### src/rtl/mtf_pkg.sv
// Shared types and helpers for the MTF neuron bank: FSM state encoding,
// default fixed-point fraction and a width-parameterised saturation function.
package mtf_pkg;

  localparam int FRAC_DEFAULT = 8;

  typedef enum logic [1:0] {
    IDLE   = 2'd0,
    ACCUM  = 2'd1,
    UPDATE = 2'd2,
    DONE   = 2'd3
  } state_t;

  // Clamp a wide signed value into the signed range of a dw-bit word.
  function automatic logic signed [63:0] sat(input logic signed [63:0] x, input int dw);
    logic signed [63:0] hi;
    logic signed [63:0] lo;
    hi = (64'sd1 <<< (dw - 1)) - 64'sd1;
    lo = -(64'sd1 <<< (dw - 1));
    if (x > hi) return hi;
    else if (x < lo) return lo;
    else return x;
  endfunction

endpackage

### src/rtl/mtf_neuron_bank_if.sv
// Step handshake, parameter bus and result bus of the MTF neuron bank.
// master = pattern controller side, slave = neuron bank.
interface mtf_neuron_bank_if #(
  parameter int N_NEURONS = 4,
  parameter int N_FB      = 3,
  parameter int DW        = 16
);
  logic                    step_valid;
  logic                    step_ready;
  logic [N_NEURONS*DW-1:0] i_ext;
  logic [DW-1:0]           thresh;
  logic [N_FB*DW-1:0]      alpha;
  logic [N_FB*DW-1:0]      delta;
  logic [N_FB*4-1:0]       tau_shift;
  logic [3:0]              tm_shift;
  logic                    done;
  logic [N_NEURONS-1:0]    spike;
  logic [N_NEURONS*DW-1:0] voltage;

  modport master (
    output step_valid, i_ext, thresh, alpha, delta, tau_shift, tm_shift,
    input  step_ready, done, spike, voltage
  );

  modport slave (
    input  step_valid, i_ext, thresh, alpha, delta, tau_shift, tm_shift,
    output step_ready, done, spike, voltage
  );
endinterface

### src/rtl/mtf_sat_mac.sv
// Shared saturating MAC: acc_out = sat(acc_in + sat((coef * x) >>> FRAC)).
// Purely combinational; the bank registers the accumulator.
module mtf_sat_mac
  import mtf_pkg::*;
#(
  parameter int DW   = 16,
  parameter int FRAC = FRAC_DEFAULT
) (
  input  logic signed [DW-1:0] coef,
  input  logic signed [DW-1:0] x,
  input  logic signed [DW-1:0] acc_in,
  output logic signed [DW-1:0] acc_out
);
  logic signed [2*DW-1:0] prod;
  logic signed [63:0]     term;
  logic signed [63:0]     sum;

  always_comb begin
    prod    = (2*DW)'(coef) * (2*DW)'(x);
    term    = sat(64'(prod) >>> FRAC, DW);
    sum     = sat(64'(acc_in) + term, DW);
    acc_out = DW'(sum);
  end
endmodule

### src/rtl/mtf_neuron_bank.sv
// Time-multiplexed bank of MTF neurons sharing one saturating MAC.
// Optional refractory hold is enabled by defining MTF_REFRACTORY_EN.
module mtf_neuron_bank
  import mtf_pkg::*;
#(
  parameter int N_NEURONS  = 4,
  parameter int N_FB       = 3,
  parameter int DW         = 16,
  parameter int FRAC       = FRAC_DEFAULT,
  parameter int REFR_STEPS = 2
) (
  input logic           clk,
  input logic           reset,
  mtf_neuron_bank_if.slave bus
);
  localparam int NW = (N_NEURONS > 1) ? $clog2(N_NEURONS) : 1;
  localparam int KW = (N_FB > 1) ? $clog2(N_FB) : 1;
  localparam logic [NW-1:0] N_LAST = NW'(N_NEURONS - 1);
  localparam logic [KW-1:0] K_LAST = KW'(N_FB - 1);

  state_t                state_reg;
  logic [NW-1:0]         n_reg;
  logic [KW-1:0]         k_reg;
  logic signed [DW-1:0]  acc_reg;
  logic signed [DW-1:0]  acc_next;
  logic signed [DW-1:0]  v_reg   [N_NEURONS];
  logic signed [DW-1:0]  vk_reg  [N_NEURONS][N_FB];

  logic signed [DW-1:0]  i_ext_in  [N_NEURONS];
  logic signed [DW-1:0]  i_ext_reg [N_NEURONS];
  logic signed [DW-1:0]  alpha_in  [N_FB];
  logic signed [DW-1:0]  alpha_reg [N_FB];
  logic signed [DW-1:0]  delta_in  [N_FB];
  logic signed [DW-1:0]  delta_reg [N_FB];
  logic [3:0]            tau_in    [N_FB];
  logic [3:0]            tau_reg   [N_FB];
  logic signed [DW-1:0]  thresh_reg;
  logic [3:0]            tm_reg;

  logic [N_NEURONS-1:0]  spike_pend_reg;
  logic [N_NEURONS-1:0]  spike_reg;
  logic signed [DW-1:0]  voltage_reg [N_NEURONS];
  logic                  done_reg;
  logic                  ready_reg;

  logic signed [63:0]    vk_sel_w;
  logic signed [DW-1:0]  mac_x;
  logic signed [63:0]    v_w;
  logic signed [63:0]    inner_w;
  logic signed [63:0]    v_sum_w;
  logic signed [DW-1:0]  v_int;
  logic signed [DW-1:0]  v_new;
  logic signed [DW-1:0]  vk_new [N_FB];
  logic                  spike_new;
  logic                  in_refr;

  genvar gi;
  generate
    for (gi = 0; gi < N_NEURONS; gi++) begin : g_neuron
      assign i_ext_in[gi]                = bus.i_ext[gi*DW +: DW];
      assign bus.voltage[gi*DW +: DW]    = voltage_reg[gi];
    end
    // Filter updates for all timescales of the current neuron run in parallel.
    for (gi = 0; gi < N_FB; gi++) begin : g_fb
      logic signed [63:0] vk_w;
      logic signed [63:0] vk_sum_w;
      assign alpha_in[gi] = bus.alpha[gi*DW +: DW];
      assign delta_in[gi] = bus.delta[gi*DW +: DW];
      assign tau_in[gi]   = bus.tau_shift[gi*4 +: 4];
      assign vk_w         = 64'(vk_reg[n_reg][gi]);
      assign vk_sum_w     = sat(vk_w + ((v_w - vk_w) >>> tau_reg[gi]), DW);
      assign vk_new[gi]   = DW'(vk_sum_w);
    end
  endgenerate

  assign vk_sel_w = 64'(vk_reg[n_reg][k_reg]);
  assign mac_x    = DW'(sat(vk_sel_w - 64'(delta_reg[k_reg]), DW));

  mtf_sat_mac #(
    .DW   (DW),
    .FRAC (FRAC)
  ) u_mac (
    .coef    (alpha_reg[k_reg]),
    .x       (mac_x),
    .acc_in  (acc_reg),
    .acc_out (acc_next)
  );

  // Membrane update from pre-step v and the finished feedback sum.
  assign v_w     = 64'(v_reg[n_reg]);
  assign inner_w = sat(64'(i_ext_reg[n_reg]) - v_w - 64'(acc_reg), DW);
  assign v_sum_w = sat(v_w + (inner_w >>> tm_reg), DW);
  assign v_int   = DW'(v_sum_w);

`ifdef MTF_REFRACTORY_EN
  localparam int RW = (REFR_STEPS > 0) ? $clog2(REFR_STEPS + 1) : 1;
  logic [RW-1:0] refr_reg [N_NEURONS];
  assign in_refr = (refr_reg[n_reg] != '0);
`else
  assign in_refr = 1'b0;
`endif

  assign v_new     = in_refr ? '0 : v_int;
  assign spike_new = !in_refr && (v_reg[n_reg] < thresh_reg) && (v_int >= thresh_reg);

  assign bus.step_ready = ready_reg;
  assign bus.done       = done_reg;
  assign bus.spike      = spike_reg;

  always_ff @(posedge clk) begin
    if (reset) begin
      state_reg      <= IDLE;
      n_reg          <= '0;
      k_reg          <= '0;
      acc_reg        <= '0;
      thresh_reg     <= '0;
      tm_reg         <= '0;
      spike_pend_reg <= '0;
      spike_reg      <= '0;
      done_reg       <= 1'b0;
      ready_reg      <= 1'b1;
      for (int i = 0; i < N_NEURONS; i++) begin
        v_reg[i]       <= '0;
        i_ext_reg[i]   <= '0;
        voltage_reg[i] <= '0;
`ifdef MTF_REFRACTORY_EN
        refr_reg[i]    <= '0;
`endif
        for (int k = 0; k < N_FB; k++) vk_reg[i][k] <= '0;
      end
      for (int k = 0; k < N_FB; k++) begin
        alpha_reg[k] <= '0;
        delta_reg[k] <= '0;
        tau_reg[k]   <= '0;
      end
    end else begin
      done_reg <= 1'b0;
      case (state_reg)
        IDLE: begin
          if (bus.step_valid) begin
            for (int i = 0; i < N_NEURONS; i++) i_ext_reg[i] <= i_ext_in[i];
            for (int k = 0; k < N_FB; k++) begin
              alpha_reg[k] <= alpha_in[k];
              delta_reg[k] <= delta_in[k];
              tau_reg[k]   <= tau_in[k];
            end
            thresh_reg <= bus.thresh;
            tm_reg     <= bus.tm_shift;
            n_reg      <= '0;
            k_reg      <= '0;
            acc_reg    <= '0;
            ready_reg  <= 1'b0;
            state_reg  <= ACCUM;
          end
        end
        ACCUM: begin
          acc_reg <= acc_next;
          if (k_reg == K_LAST) state_reg <= UPDATE;
          else k_reg <= k_reg + KW'(1);
        end
        UPDATE: begin
          v_reg[n_reg]          <= v_new;
          spike_pend_reg[n_reg] <= spike_new;
          for (int k = 0; k < N_FB; k++) vk_reg[n_reg][k] <= vk_new[k];
`ifdef MTF_REFRACTORY_EN
          if (in_refr) refr_reg[n_reg] <= refr_reg[n_reg] - RW'(1);
          else if (spike_new) refr_reg[n_reg] <= RW'(REFR_STEPS);
`endif
          acc_reg <= '0;
          k_reg   <= '0;
          if (n_reg == N_LAST) begin
            // Last neuron's result is still in flight, so forward it directly.
            for (int i = 0; i < N_NEURONS; i++) begin
              voltage_reg[i] <= (NW'(i) == n_reg) ? v_new : v_reg[i];
              spike_reg[i]   <= (NW'(i) == n_reg) ? spike_new : spike_pend_reg[i];
            end
            done_reg  <= 1'b1;
            state_reg <= DONE;
          end else begin
            n_reg     <= n_reg + NW'(1);
            state_reg <= ACCUM;
          end
        end
        DONE: begin
          ready_reg <= 1'b1;
          state_reg <= IDLE;
        end
        default: state_reg <= IDLE;
      endcase
    end
  end
endmodule

### src/flat_wrapper.sv
// flat-port wrapper written by rule: the top's interface ports become plain ports
module mtf_neuron_bank_flat import mtf_pkg::*;
#(
  parameter int N_NEURONS  = 4,
  parameter int N_FB       = 3,
  parameter int DW         = 16,
  parameter int FRAC       = FRAC_DEFAULT,
  parameter int REFR_STEPS = 2
)
  (clk, reset, bus_step_valid, bus_i_ext, bus_thresh, bus_alpha, bus_delta, bus_tau_shift, bus_tm_shift, bus_step_ready, bus_done, bus_spike, bus_voltage);
  mtf_neuron_bank_if #(.N_NEURONS(N_NEURONS), .N_FB(N_FB), .DW(DW)) bus_i ();
  input logic clk;
  input logic reset;
  input wire logic [$bits(bus_i.step_valid)-1:0] bus_step_valid;
  input wire logic [$bits(bus_i.i_ext)-1:0] bus_i_ext;
  input wire logic [$bits(bus_i.thresh)-1:0] bus_thresh;
  input wire logic [$bits(bus_i.alpha)-1:0] bus_alpha;
  input wire logic [$bits(bus_i.delta)-1:0] bus_delta;
  input wire logic [$bits(bus_i.tau_shift)-1:0] bus_tau_shift;
  input wire logic [$bits(bus_i.tm_shift)-1:0] bus_tm_shift;
  output wire logic [$bits(bus_i.step_ready)-1:0] bus_step_ready;
  output wire logic [$bits(bus_i.done)-1:0] bus_done;
  output wire logic [$bits(bus_i.spike)-1:0] bus_spike;
  output wire logic [$bits(bus_i.voltage)-1:0] bus_voltage;
  assign bus_i.step_valid = bus_step_valid;
  assign bus_i.i_ext = bus_i_ext;
  assign bus_i.thresh = bus_thresh;
  assign bus_i.alpha = bus_alpha;
  assign bus_i.delta = bus_delta;
  assign bus_i.tau_shift = bus_tau_shift;
  assign bus_i.tm_shift = bus_tm_shift;
  assign bus_step_ready = bus_i.step_ready;
  assign bus_done = bus_i.done;
  assign bus_spike = bus_i.spike;
  assign bus_voltage = bus_i.voltage;
  mtf_neuron_bank #(.N_NEURONS(N_NEURONS), .N_FB(N_FB), .DW(DW), .FRAC(FRAC), .REFR_STEPS(REFR_STEPS)) u_core (.clk(clk), .reset(reset), .bus(bus_i));
endmodule
### config.mk
export PLATFORM = sky130hd
export DESIGN_NAME = mtf_neuron_bank_flat
export DESIGN_NICKNAME = d
export VERILOG_FILES = /design/src/rtl/mtf_pkg.sv /design/src/rtl/mtf_neuron_bank_if.sv /design/src/rtl/mtf_sat_mac.sv /design/src/rtl/mtf_neuron_bank.sv /design/src/flat_wrapper.sv
export SDC_FILE = /design/constraint.sdc
export NUM_CORES = 2
export LEC_CHECK = 0
export BUFFER_PORTS_ARGS = -buffer_cell sky130_fd_sc_hd__clkbuf_2
export CAP_MARGIN = 20
export CORE_MARGIN = 2
export CORE_UTILIZATION = 33
export DETAILED_ROUTE_END_ITERATION = 8
export GPL_TIMING_DRIVEN = 0
export PLACE_DENSITY = 0.46
export SYNTH_ARGS = -nofsm -noshare
export SYNTH_HDL_FRONTEND = slang
export SYNTH_SLANG_ARGS = --single-unit
### constraint.sdc
create_clock -name clk -period 14.6 [get_ports clk]
set_input_delay 3.65 -clock clk [delete_from_list [all_inputs] [get_ports clk]]
set_output_delay 3.65 -clock clk [all_outputs]
set_load 0.03 [all_outputs]
==> flow_summary.toml <==
[critical_path]
path_common_cell = "fa_1"
cp_slowest_stage_delay_ns = 0.60
crit_path_top_delay_cell = "mux4_2"
path_class = "flop to flop"
worstSetupStartpointType = "flop"
worstPathArrival_ns = 15.31
crit_required_ns = 15.13
end_kind = "flop"
crit_fanout = 8

[global_route]
track_usage = 0.225
grt_pass1_vias = 40200
grt_remaining_overflow = 0
grt_start_max_net_pins = 65
grt_pass1_wl_mm = 256
antenna_found_initial = 6

[outcome]
violations = "negative setup slack"
status = "finished with violations"

[finish]
drive_above_1_share = 0.197
n_fill_cell = 14800
multiInputGateArea_um2 = 32000
mostFrequentLayoutCells = "inv_1, edfxtp_1, nand2_1"
final_common_cell = "inv_1"
regArea_um2 = 15900
nNetsFinal = 6387
stdcell_count = 7525
area_growth_pct = 20.7
utilization = 0.401
largest_reg_flops = 192

[timing]
fin_worst_skew_ns = 0.0531
slew_viol_final = 0
min_period_ns = 14.79
rsz0062_at_grt = "true"
worst-slew-pin-transition_ns = 1.16
relSlewSlack = 0.224
fmaxAchievable_mhz = 67.6
finalWorstSetupSlack_ns = -0.187
finalHoldViolCount = 0
setup_viol = 15
layout_worst_path_cycle_share = 1.01

[floorplanning]
io_pins = 265
start_util = 0.332
fp.dieH_um = 390
rows = 141
die_area_um2 = 152000
fp.coreArea_um2 = 148000
dieWidth_um = 390

[clock_network]
cts.clk_slew.worst_paths_ns = 0.06
cts_buffers = 69
cts-root-buf = "clkbuf_16"
clock_path_buffers = 3
clock_latency_ns = 0.71
ctsHoldBuffers = 0
htree_levels = 3
cts_tree = "yes"
cts_sinks = 547

[route]
viasPerCell = 5.35
avgRoutedWirePerCell_um = 23.1
ant_nets = 0
vias = 40300
drt_pass1_iterations = 6
drc = 0
drt_first_iter_violations = 3193
wirelength_mm = 174

[yosys]
yosysSeqAreaShare = 0.323
yosys_warnings = 0
syn_area_per_cell_um2 = 9.83
synth-async-reset-ratio = 0
synth_seq_cells = 547
ys.flop_type = "edfxtp_1"
synthesis.nets = 5844
syn_area_um2 = 49100
synthCells = 4998
netlist-cell-type-count = 110
synth_edf_count = 492

[placement]
dpl.hpwl_mm = 132
gp_congestion = 0.903
place_inst = 7217
io_buffers = 264

[flow_run]
max-cap-violations = 0

[hold_path]
hold_path.class = "flop to flop"
==> worst max-delay path, delay by kind of cell (launching register included) <==
family / cells / cell delay, ns
flops: 1 / 0.37
buf+inv: 15 / 1.48
mux: 1 / 0.60
fa+ha+maj: 13 / 5.07
compound gates: 21 / 4.00
simple gates: 19 / 3.05
==> worst paths after layout <==
check,startpoint,end,slack [ns],cells past startpoint
hold / removal,u_core.thresh_reg[3],u_core.thresh_reg[3],0.46,2
hold reg to reg,u_core.thresh_reg[3],u_core.thresh_reg[3],0.46,2
setup reg to reg,flop,u_core.acc_reg[0],-0.19,69
setup / recovery,flop,u_core.acc_reg[0],-0.19,69
==> stage by stage <==
stage                     cell area (µm²)  TNS (ns)  hold slack (ns)  setup slack, ns
final                               59300     -2.26            0.456           -0.187
after global routing                59300    -11.36            0.476           -0.782
after CTS                           58500     -3.16            0.458           -0.233
after detailed placement            53400    -58.06            0.449            -3.84
after global placement              53000    -69.83            0.445            -3.89
after floorplan                     49300         0            0.436           0.0754
==> cell type report <==
| type | count | share of cell area |
|---|---|---|
| well taps | 1930 | 0.0407 |
| plain buffers | 219 | 0.0220 |
| inverters | 555 | 0.0352 |
| repair buffers | 477 | 0.0566 |
| diodes | 2 | 0.0000844 |
| flip-flops and latches | 547 | 0.268 |
| multi-input cells | 3672 | 0.539 |
| clock inverters | 46 | 0.00850 |
| clock buffers | 77 | 0.0298 |
==> cell usage after synthesis (all sizes together), types with 31 or more instances <==
cell / n / area [µm²]
fa: 361 / 7230
dfxtp: 55 / 1100
nand2b: 63 / 394
nor3: 57 / 285
nor2: 396 / 1490
xnor2: 101 / 885
a211oi: 45 / 343
clkbuf: 193 / 747
nand2: 394 / 1480
mux4: 82 / 1850
o21a: 49 / 368
mux2i: 108 / 1080
nor4: 34 / 213
ha: 290 / 3630
nand3: 53 / 265
nor2b: 44 / 275
edfxtp: 492 / 14800
a21o: 87 / 654
inv: 552 / 2070
nand4: 50 / 313
a21oi: 377 / 2000
xor2: 57 / 499
a21boi: 31 / 368
o21ai: 367 / 1840
a31oi: 43 / 269
and2: 208 / 1300
and3: 31 / 194
==> cell families (layout without fill, tap and decap cells) <==
kind of cell,Yosys count,count (layout),synth area share
XOR/XNOR,158,158,0.0282
AND/OR/NAND/NOR,1424,1424,0.141
AO/OA/AOI/OAI,1226,1226,0.161
adder cells (fa/ha/maj),654,654,0.222
flip-flops,547,547,0.323
multiplexers,207,210,0.0635
other,0,2,0
buffers and inverters,782,1374,0.0617
==> per-layer routing <==
layer / routed length [µm] / part of all wire / GRT usage
met5: 0 / 0 / 0
met4: 4460 / 0.026 / 0.0579
met3: 8410 / 0.048 / 0.0242
met2: 81800 / 0.47 / 0.366
met1: 79300 / 0.46 / 0.318
==> repair_timing <==
item	4_1_cts	5_1_grt
endpoints found under the setup margin	23	22
pin swaps	118	133
gates cloned	9	1
gates resized for setup	356	131
setup buffers	134	45
Power is not shown: default switching activity piles up to over one toggle a cycle in this logic, so the estimate is an artifact.
